## config.mk

```make
export PLATFORM = sky130hd
export DESIGN_NAME = burst_deserializer
export DESIGN_NICKNAME = d
export VERILOG_FILES = /design/src/rtl/burst_pkg.sv /design/src/rtl/sync_edge_det.sv /design/src/rtl/burst_deserializer.sv
export SDC_FILE = /design/constraint.sdc
export NUM_CORES = 1
export LEC_CHECK = 0
export CORE_ASPECT_RATIO = 0.7
export CORE_MARGIN = 1
export CORE_UTILIZATION = 55
export CTS_BUF_LIST = sky130_fd_sc_hd__clkbuf_4 sky130_fd_sc_hd__clkbuf_8 sky130_fd_sc_hd__clkbuf_16
export CTS_CLUSTER_DIAMETER = 100
export CTS_CLUSTER_SIZE = 40
export DETAILED_ROUTE_END_ITERATION = 7
export GPL_ROUTABILITY_DRIVEN = 0
export GPL_TIMING_DRIVEN = 0
export PLACE_DENSITY = 0.87
export SLEW_MARGIN = 20
export SYNTH_ARGS = -nofsm -noshare
export SYNTH_HDL_FRONTEND = slang
export SYNTH_HIERARCHICAL = 1
export SYNTH_SLANG_ARGS = --single-unit
```

## constraint.sdc

```tcl
create_clock -name clk -period 3.2 [get_ports clk]
set_clock_uncertainty 0.1 [all_clocks]
set_input_delay 0.48 -clock clk [delete_from_list [all_inputs] [get_ports clk]]
set_output_delay 0.48 -clock clk [all_outputs]
set_load 0.005 [all_outputs]
```

## src/rtl/burst_pkg.sv

```systemverilog
// Shared types and sizing helpers for the burst deserializer slice.
package burst_pkg;

  localparam int NUM_BITS_DEF = 32;

  // Counter must be able to hold NUM_BITS itself, not just NUM_BITS-1.
  function automatic int cnt_width(input int num_bits);
    return $clog2(num_bits + 1);
  endfunction

  typedef enum logic [1:0] {
    IDLE,
    SHIFT,
    CHECK
  } state_e;

endpackage

```

## src/rtl/sync_edge_det.sv

```systemverilog
// Two-flop synchronizer for an asynchronous level, followed by registered
// rise/fall detection (three clk from pin change to a detect pulse).
module sync_edge_det #(
  parameter logic RST_VAL = 1'b0
) (
  input  logic clk,
  input  logic rst_n,
  input  logic async_i,
  output logic rise_o,
  output logic fall_o
);

  logic meta_q;
  logic sync_q;
  logic prev_q;
  logic rise_q;
  logic fall_q;

  // NOTE: sequential state uses non-blocking assignments so every flop samples
  // the pre-edge value of its neighbour; blocking here would collapse the chain.
  always_ff @(posedge clk or negedge rst_n) begin
    if (!rst_n) begin
      meta_q <= RST_VAL;
      sync_q <= RST_VAL;
      prev_q <= RST_VAL;
      rise_q <= 1'b0;
      fall_q <= 1'b0;
    end else begin
      meta_q <= async_i;
      sync_q <= meta_q;
      prev_q <= sync_q;
      rise_q <= sync_q & ~prev_q;
      fall_q <= ~sync_q & prev_q;
    end
  end

  assign rise_o = rise_q;
  assign fall_o = fall_q;

endmodule

```

## src/rtl/burst_deserializer.sv

```systemverilog
// Oversampling receiver for one framed burst channel: reassembles each
// ser_en-framed burst of ser_clk bits into a word on a valid/ready port.
module burst_deserializer
  import burst_pkg::*;
#(
  parameter int NUM_BITS  = NUM_BITS_DEF,
  parameter bit MSB_FIRST = 1'b1,
  parameter int CNT_W     = cnt_width(NUM_BITS)
) (
  input  logic                clk,
  input  logic                rst_n,
  input  logic                ser_en,
  input  logic                ser_clk,
  input  logic                ser_data,
  output logic [NUM_BITS-1:0] word_data,
  output logic                word_valid,
  input  logic                word_ready,
  output logic                err_len,
  output logic                overflow,
  input  logic                clr_err
);

  localparam logic [CNT_W-1:0] FULL_CNT = CNT_W'(NUM_BITS);

  logic en_rise;
  logic en_fall;
  logic sclk_rise;
  logic sclk_fall_unused;
  logic en_rise_unused;

  // ser_en resets its synchronizer to "high" so a burst already running when
  // reset releases cannot produce an en_rise; a real low must be seen first.
  sync_edge_det #(.RST_VAL(1'b1)) u_en_sync (
    .clk    (clk),
    .rst_n  (rst_n),
    .async_i(ser_en),
    .rise_o (en_rise),
    .fall_o (en_fall)
  );

  sync_edge_det #(.RST_VAL(1'b0)) u_sclk_sync (
    .clk    (clk),
    .rst_n  (rst_n),
    .async_i(ser_clk),
    .rise_o (sclk_rise),
    .fall_o (sclk_fall_unused)
  );

  assign en_rise_unused = sclk_fall_unused;

  logic [2:0]          data_dly_q;
  logic                data_bit;
  state_e              state_q,      state_d;
  logic [CNT_W-1:0]    cnt_q,        cnt_d;
  logic [NUM_BITS-1:0] shift_q,      shift_d;
  logic                overrun_q,    overrun_d;
  logic [NUM_BITS-1:0] word_data_q,  word_data_d;
  logic                word_valid_q, word_valid_d;
  logic                err_len_q,    err_len_d;
  logic                overflow_q,   overflow_d;

  // Three stages keep the data bit aligned with the registered sclk_rise.
  assign data_bit = data_dly_q[2];

  // NOTE: every register here, including the word holding register, has a
  // reset value because word_data must read 0 out of reset.
  always_ff @(posedge clk or negedge rst_n) begin
    if (!rst_n) begin
      data_dly_q   <= '0;
      state_q      <= IDLE;
      cnt_q        <= '0;
      shift_q      <= '0;
      overrun_q    <= 1'b0;
      word_data_q  <= '0;
      word_valid_q <= 1'b0;
      err_len_q    <= 1'b0;
      overflow_q   <= 1'b0;
    end else begin
      data_dly_q   <= {data_dly_q[1:0], ser_data};
      state_q      <= state_d;
      cnt_q        <= cnt_d;
      shift_q      <= shift_d;
      overrun_q    <= overrun_d;
      word_data_q  <= word_data_d;
      word_valid_q <= word_valid_d;
      err_len_q    <= err_len_d;
      overflow_q   <= overflow_d;
    end
  end

  // NOTE: every signal written below gets a default first, so no path through
  // the case statement can leave one unassigned and infer a latch.
  always_comb begin
    state_d      = state_q;
    cnt_d        = cnt_q;
    shift_d      = shift_q;
    overrun_d    = overrun_q;
    word_data_d  = word_data_q;
    word_valid_d = word_valid_q;
    err_len_d    = 1'b0;
    overflow_d   = overflow_q;

    if (word_valid_q && word_ready) begin
      word_valid_d = 1'b0;
    end
    if (clr_err) begin
      overflow_d = 1'b0;
    end

    unique case (state_q)
      IDLE: begin
        // Stray sclk_rise here (e.g. a trailing pulse) is deliberately ignored.
        if (en_rise) begin
          cnt_d     = '0;
          shift_d   = '0;
          overrun_d = 1'b0;
          state_d   = SHIFT;
        end
      end

      SHIFT: begin
        if (sclk_rise) begin
          if (cnt_q < FULL_CNT) begin
            shift_d = MSB_FIRST ? {shift_q[NUM_BITS-2:0], data_bit}
                                : {data_bit, shift_q[NUM_BITS-1:1]};
            cnt_d   = cnt_q + 1'b1;
          end else begin
            overrun_d = 1'b1;
          end
        end
        if (en_fall) begin
          state_d = CHECK;
        end
      end

      CHECK: begin
        state_d = IDLE;
        if (cnt_q == FULL_CNT && !overrun_q) begin
          // A same-cycle handshake frees the holding register for the new word.
          if (!word_valid_q || word_ready) begin
            word_data_d  = shift_q;
            word_valid_d = 1'b1;
          end else begin
            overflow_d = 1'b1;
          end
        end else begin
          err_len_d = 1'b1;
        end
      end

      default: state_d = IDLE;
    endcase
  end

  assign word_data  = word_data_q;
  assign word_valid = word_valid_q;
  assign err_len    = err_len_q;
  assign overflow   = overflow_q;

endmodule

```

**Yosys cells after proc, flatten, opt, wreduce, memory -nomap -nowiden**

Cells that the tools add are included.
Widths: inputs -> output; s select.

- $add $sub $neg: 1
- $lt $le $gt $ge: 1
- Eq/ne operators: 8
- Multiplexer cells: 25
- Bitwise gates (word level): 6
- Reductions and logical operators: 11

Operators by type and width:

| operator | count |
|---|---|
| $mux 32 | 3 |
| $pmux 32 s2 | 1 |
| $mux 6 | 3 |
| $mux 1 | 13 |
| $pmux 6 s2 | 1 |
| $reduce_and 4->1 | 2 |
| $add 6x1->6 const B | 1 |
| $eq 6x6->1 const B | 1 |
| $lt 6x6->1 const B | 1 |
| $ne 2x1->1 const B | 3 |
| $mux 2 | 2 |
| $ne 2x2->1 const B | 2 |
| $pmux 2 s2 | 1 |
| $and 1x1->1 | 3 |
| $not 1->1 | 3 |
| $reduce_and 3->1 | 1 |
| $eq 2x1->1 const B | 1 |
| $eq 2x2->1 const B | 1 |
| $logic_and 1x1->1 | 2 |
| $logic_not 1->1 | 2 |
| $logic_not 2->1 | 1 |
| $pmux 1 s2 | 1 |
| $reduce_and 2->1 | 1 |
| $reduce_bool 2->1 | 1 |
| $logic_or 1x1->1 | 1 |

- Flip-flop bits (word level): 88
- Input bits: 7
- Output and inout bits: 35
- Logic and storage cells: 70

**Depth between registers and ports, before layout**

- Depth in word-level cells: 5
- Mapped depth: 6
- Mapped depth without buffers: 5

**Cells and area by module**

The synthesis kept the hierarchy.

Modules (own cells, without submodules):

| module | instances | cells an instance | area each (um^2) | seq. area each (um^2) |
|---|---|---|---|---|
| burst_deserializer | 1 | 276 | 3328.2 | 1976.9 |
| sync_edge_det (u_en_sync) | 1 | 7 | 143.9 | 128.9 |
| sync_edge_det (u_sclk_sync) | 1 | 7 | 140.1 | 125.1 |

**Worst setup path after synthesis**

OpenSTA, ideal clock, no wires.

- Path kind: register -> register
- Start point: register cnt_q[0]
- End point: register word_data_q[0], in the netlist word_data[0]
- Setup time: 125 ps
- Arrival time: 1436 ps
- Required time: 2975 ps
- Slack: 1539 ps
- Cell stages (with the launch flop): 7
- Buffers on the path: 1
- Clock period less this slack: 1661 ps
- Cells stage by stage: dfrtp_1 > inv_1 > ha_1 > nor4b_4 > nand3_2 > buf_6 > mux2_2

- Longest elaborated chain between the ends: 3

RTL lines:

| what | line | RTL |
|---|---|---|
| start: declaration | burst_deserializer.sv:54 | `logic [CNT_W-1:0] cnt_q, cnt_d;` |
| start signal: assignment | burst_deserializer.sv:81 | `cnt_q <= cnt_d;` |
| $eq 6x6->1 | burst_deserializer.sv:138 | `if (cnt_q == FULL_CNT && !overrun_q) begin` |
| $logic_and 1x1->1 | burst_deserializer.sv:138 |  |
| $reduce_and 3->1 (no line) | -- |  |
| end signal: assignment | burst_deserializer.sv:84 | `word_data_q <= word_data_d;` |
| end: declaration | burst_deserializer.sv:57 | `logic [NUM_BITS-1:0] word_data_q, word_data_d;` |

No other way between the ends.
A chain may end at the register's enable or synchronous reset.

**Worst setup path in the final report**

- Start point: register cnt_q[0]
- End point: register word_data_q[26], in the netlist word_data[26]

The elaborated chain is that of the path after synthesis.

==> run_results.csv <==
group,metric,value,unit
run_status,status,"completed",
sta,max_freq,523.5,MHz
setup_path,worst-setup-path-type,"flop to flop",
run,maxCapViolCount,0,
power,intPower,1.817,mW
setup_path,worstSetupEndpointType,"flop",
setup_path,cp_max_fo,10,
clock_tree,cts_buffers,9,
clock_tree,htree_num_levels,3,
layout,nets,351,
synthesis,syn_nets,297,
setup_path,cp_data_arrival_time,2.05,ns
synthesis,yosysWarnings,6,
grt,grt_pass1_wl,11200,um
layout,diodes,0,
floorplanning,core_area,6246,um2
placed_design,postPlaceCellArea,4111,um2
floorplanning,ios,42,
drt,drt_pre_antenna_iters,6,
clock_tree,cts_tree,"done",
floorplanning,initial_utilization,0.5729,
floorplanning,dieArea,6838,um2
power,pwr-share-seq,0.495,
sta,whs,0.2506,ns
layout,fin_area,4388,um2
sta,report.final.slew_viol_count,0,
placed_design,port_buffers,41,
drt,routed_wl,6430,um
setup_path,cp-start-kind,"flop",
power,swShare,0.2333,
power,p_per_area,540.2,nW/um2
floorplanning,fp.dieH,69.49,um
sta,fin_crit_sh,0.5970,
synthesis,syn_area,3578,um2
grt,grt_max_degree,60,
power,vdd_ir_drop_max,0.3004,mV
drt,drc_errors,0,
sta,slew-limit-headroom,0.6726,
floorplanning,die_x,98.41,um
placed_design,hpwl,4338,um
sta,setup_ws,1.290,ns
power,p_sw,0.5531,mW
sta,setup_violations,0,
layout,drive_gt1_frac,0.2709,
sta,rsz0062_at_grt,"false",
sta,layout_min_cycle_time,1.910,ns
drt,wl_per_cell,15.13,um
power,p_leak,1.979,nW
setup_path,critPathRequiredTime,3.34,ns
clock_tree,clkLatencyLatePin,0.35,ns
sta,tightest_slew,0.4912,ns
power,comb_power_share,0.089,
synthesis,avgSynthCellArea,12.43,um2
grt,overflow,0,
placed_design,place_worst_setup_slack,1.144,ns
drt,ant_nets,0,
clock_tree,cts-root-buf,"clkbuf_8",
clock_tree,path_clk_slew,0.08,ns
layout,area.growth.synth_to_final,22.62,%
drt,vias,2333,
clock_tree,cts_num_sinks,88,
synthesis,syn_inst,288,
sta,hold_viol,0,
drt,drt-initial-drc-count,117,
grt,track_usage,0.2134,
grt,grt_pass1_vias,2323,
drt,routed_via_density,5.489,
grt,antenna_found_initial,0,
layout,post-route-util,0.7025,
clock_tree,cts_resized,0,
floorplanning,rows,24,
min_path,min-delay-path-class,"flop to flop",
power,p_clk_frac,0.416,
clock_tree,cts_buffer_depth,2,
## per-stage QoR
step / instances / power [mW] / setup TNS, ns
after floorplan: 288 / 1.324 / 0
after global placement: 407 / 1.390 / -128.13
after detailed placement: 408 / 1.403 / 0
after CTS: 425 / 2.390 / 0
after global routing: 425 / 2.471 / 0
final: 425 / 2.370 / 0
## routing by layer
layer  vias up  track usage  wire length [um]
met4         0      0.05141                57
li1       1099            -                 -
met5         -            0                 0
met3         8      0.06855               274
met1      1169       0.3052              3075
met2        57       0.3208              3023
## layout make-up
type / count / area (um2)
Inverter: 7 / 26.28
Timing Repair Buffer: 43 / 445.4
Multi-Input combinational cell: 173 / 1212
Tap cell: 78 / 97.59
Sequential cell: 88 / 2206
Clock inverter: 7 / 142.6
Clock buffer: 9 / 123.9
Buffer: 20 / 133.9
Fill cell: 441 / 1858
## sequential cells by signal (all words and copies together) (netlist names), 2 cells and up
name        count
state_q         2
data_dly_q      3
cnt_q           6
word_data      32
shift_q        32
## cell usage in the layout, fill, tap and decap left out, types with 2 or more instances in the layout
cell type,n
mux2_2,32
ha_1,2
o21ai_2,25
or4b_2,2
buf_1,5
o21ai_0,5
nand2b_1,3
nand2_1,40
nor2b_1,3
clkbuf_1,5
dfrtp_1,85
clkbuf_8,9
buf_6,7
a21oi_1,3
mux2i_1,2
inv_1,7
dfstp_2,3
buf_2,2
o21ai_1,5
bufinv_16,4
clkdlybuf4s50_1,40
buf_4,2
nand3_1,36
## power groups by stage
stage	logic, mW	clock network (mW)	registers, mW
2_1_floorplan	0.140	0	1.18
3_3_place_gp	0.199	0	1.19
3_5_place_dp	0.210	0	1.19
4_1_cts	0.215	1.00	1.17
5_1_grt	0.237	1.06	1.18
6_report	0.212	0.986	1.17
## critical path: stages, from the launching register on
cell     delay [ns]
dfrtp_1        0.45
inv_1          0.09
ha_1           0.14
nor4b_4        0.27
nand3_2        0.25
buf_6          0.22
mux2_2         0.28
## worst paths after layout
check                                   startpoint                  to  slack, ns  cells after the start
min in group asynchronous                    rst_n        word_data[1]       0.49                      2
worst max-delay path                      cnt_q[0]       word_data[26]       1.29                      6
worst min register to register  u_sclk_sync/meta_q  u_sclk_sync/sync_q       0.25                      0
max in group asynchronous                    rst_n    u_en_sync/sync_q       1.87                      3
worst max register to register            cnt_q[0]       word_data[26]       1.29                      6
worst min-delay path            u_sclk_sync/meta_q  u_sclk_sync/sync_q       0.25                      0
## timing repair
item,in CTS,in global routing
buffers inserted,0,0
hold buffers,1,0
hold endpoints to repair,29,0
(Power assumes the default switching activity.)
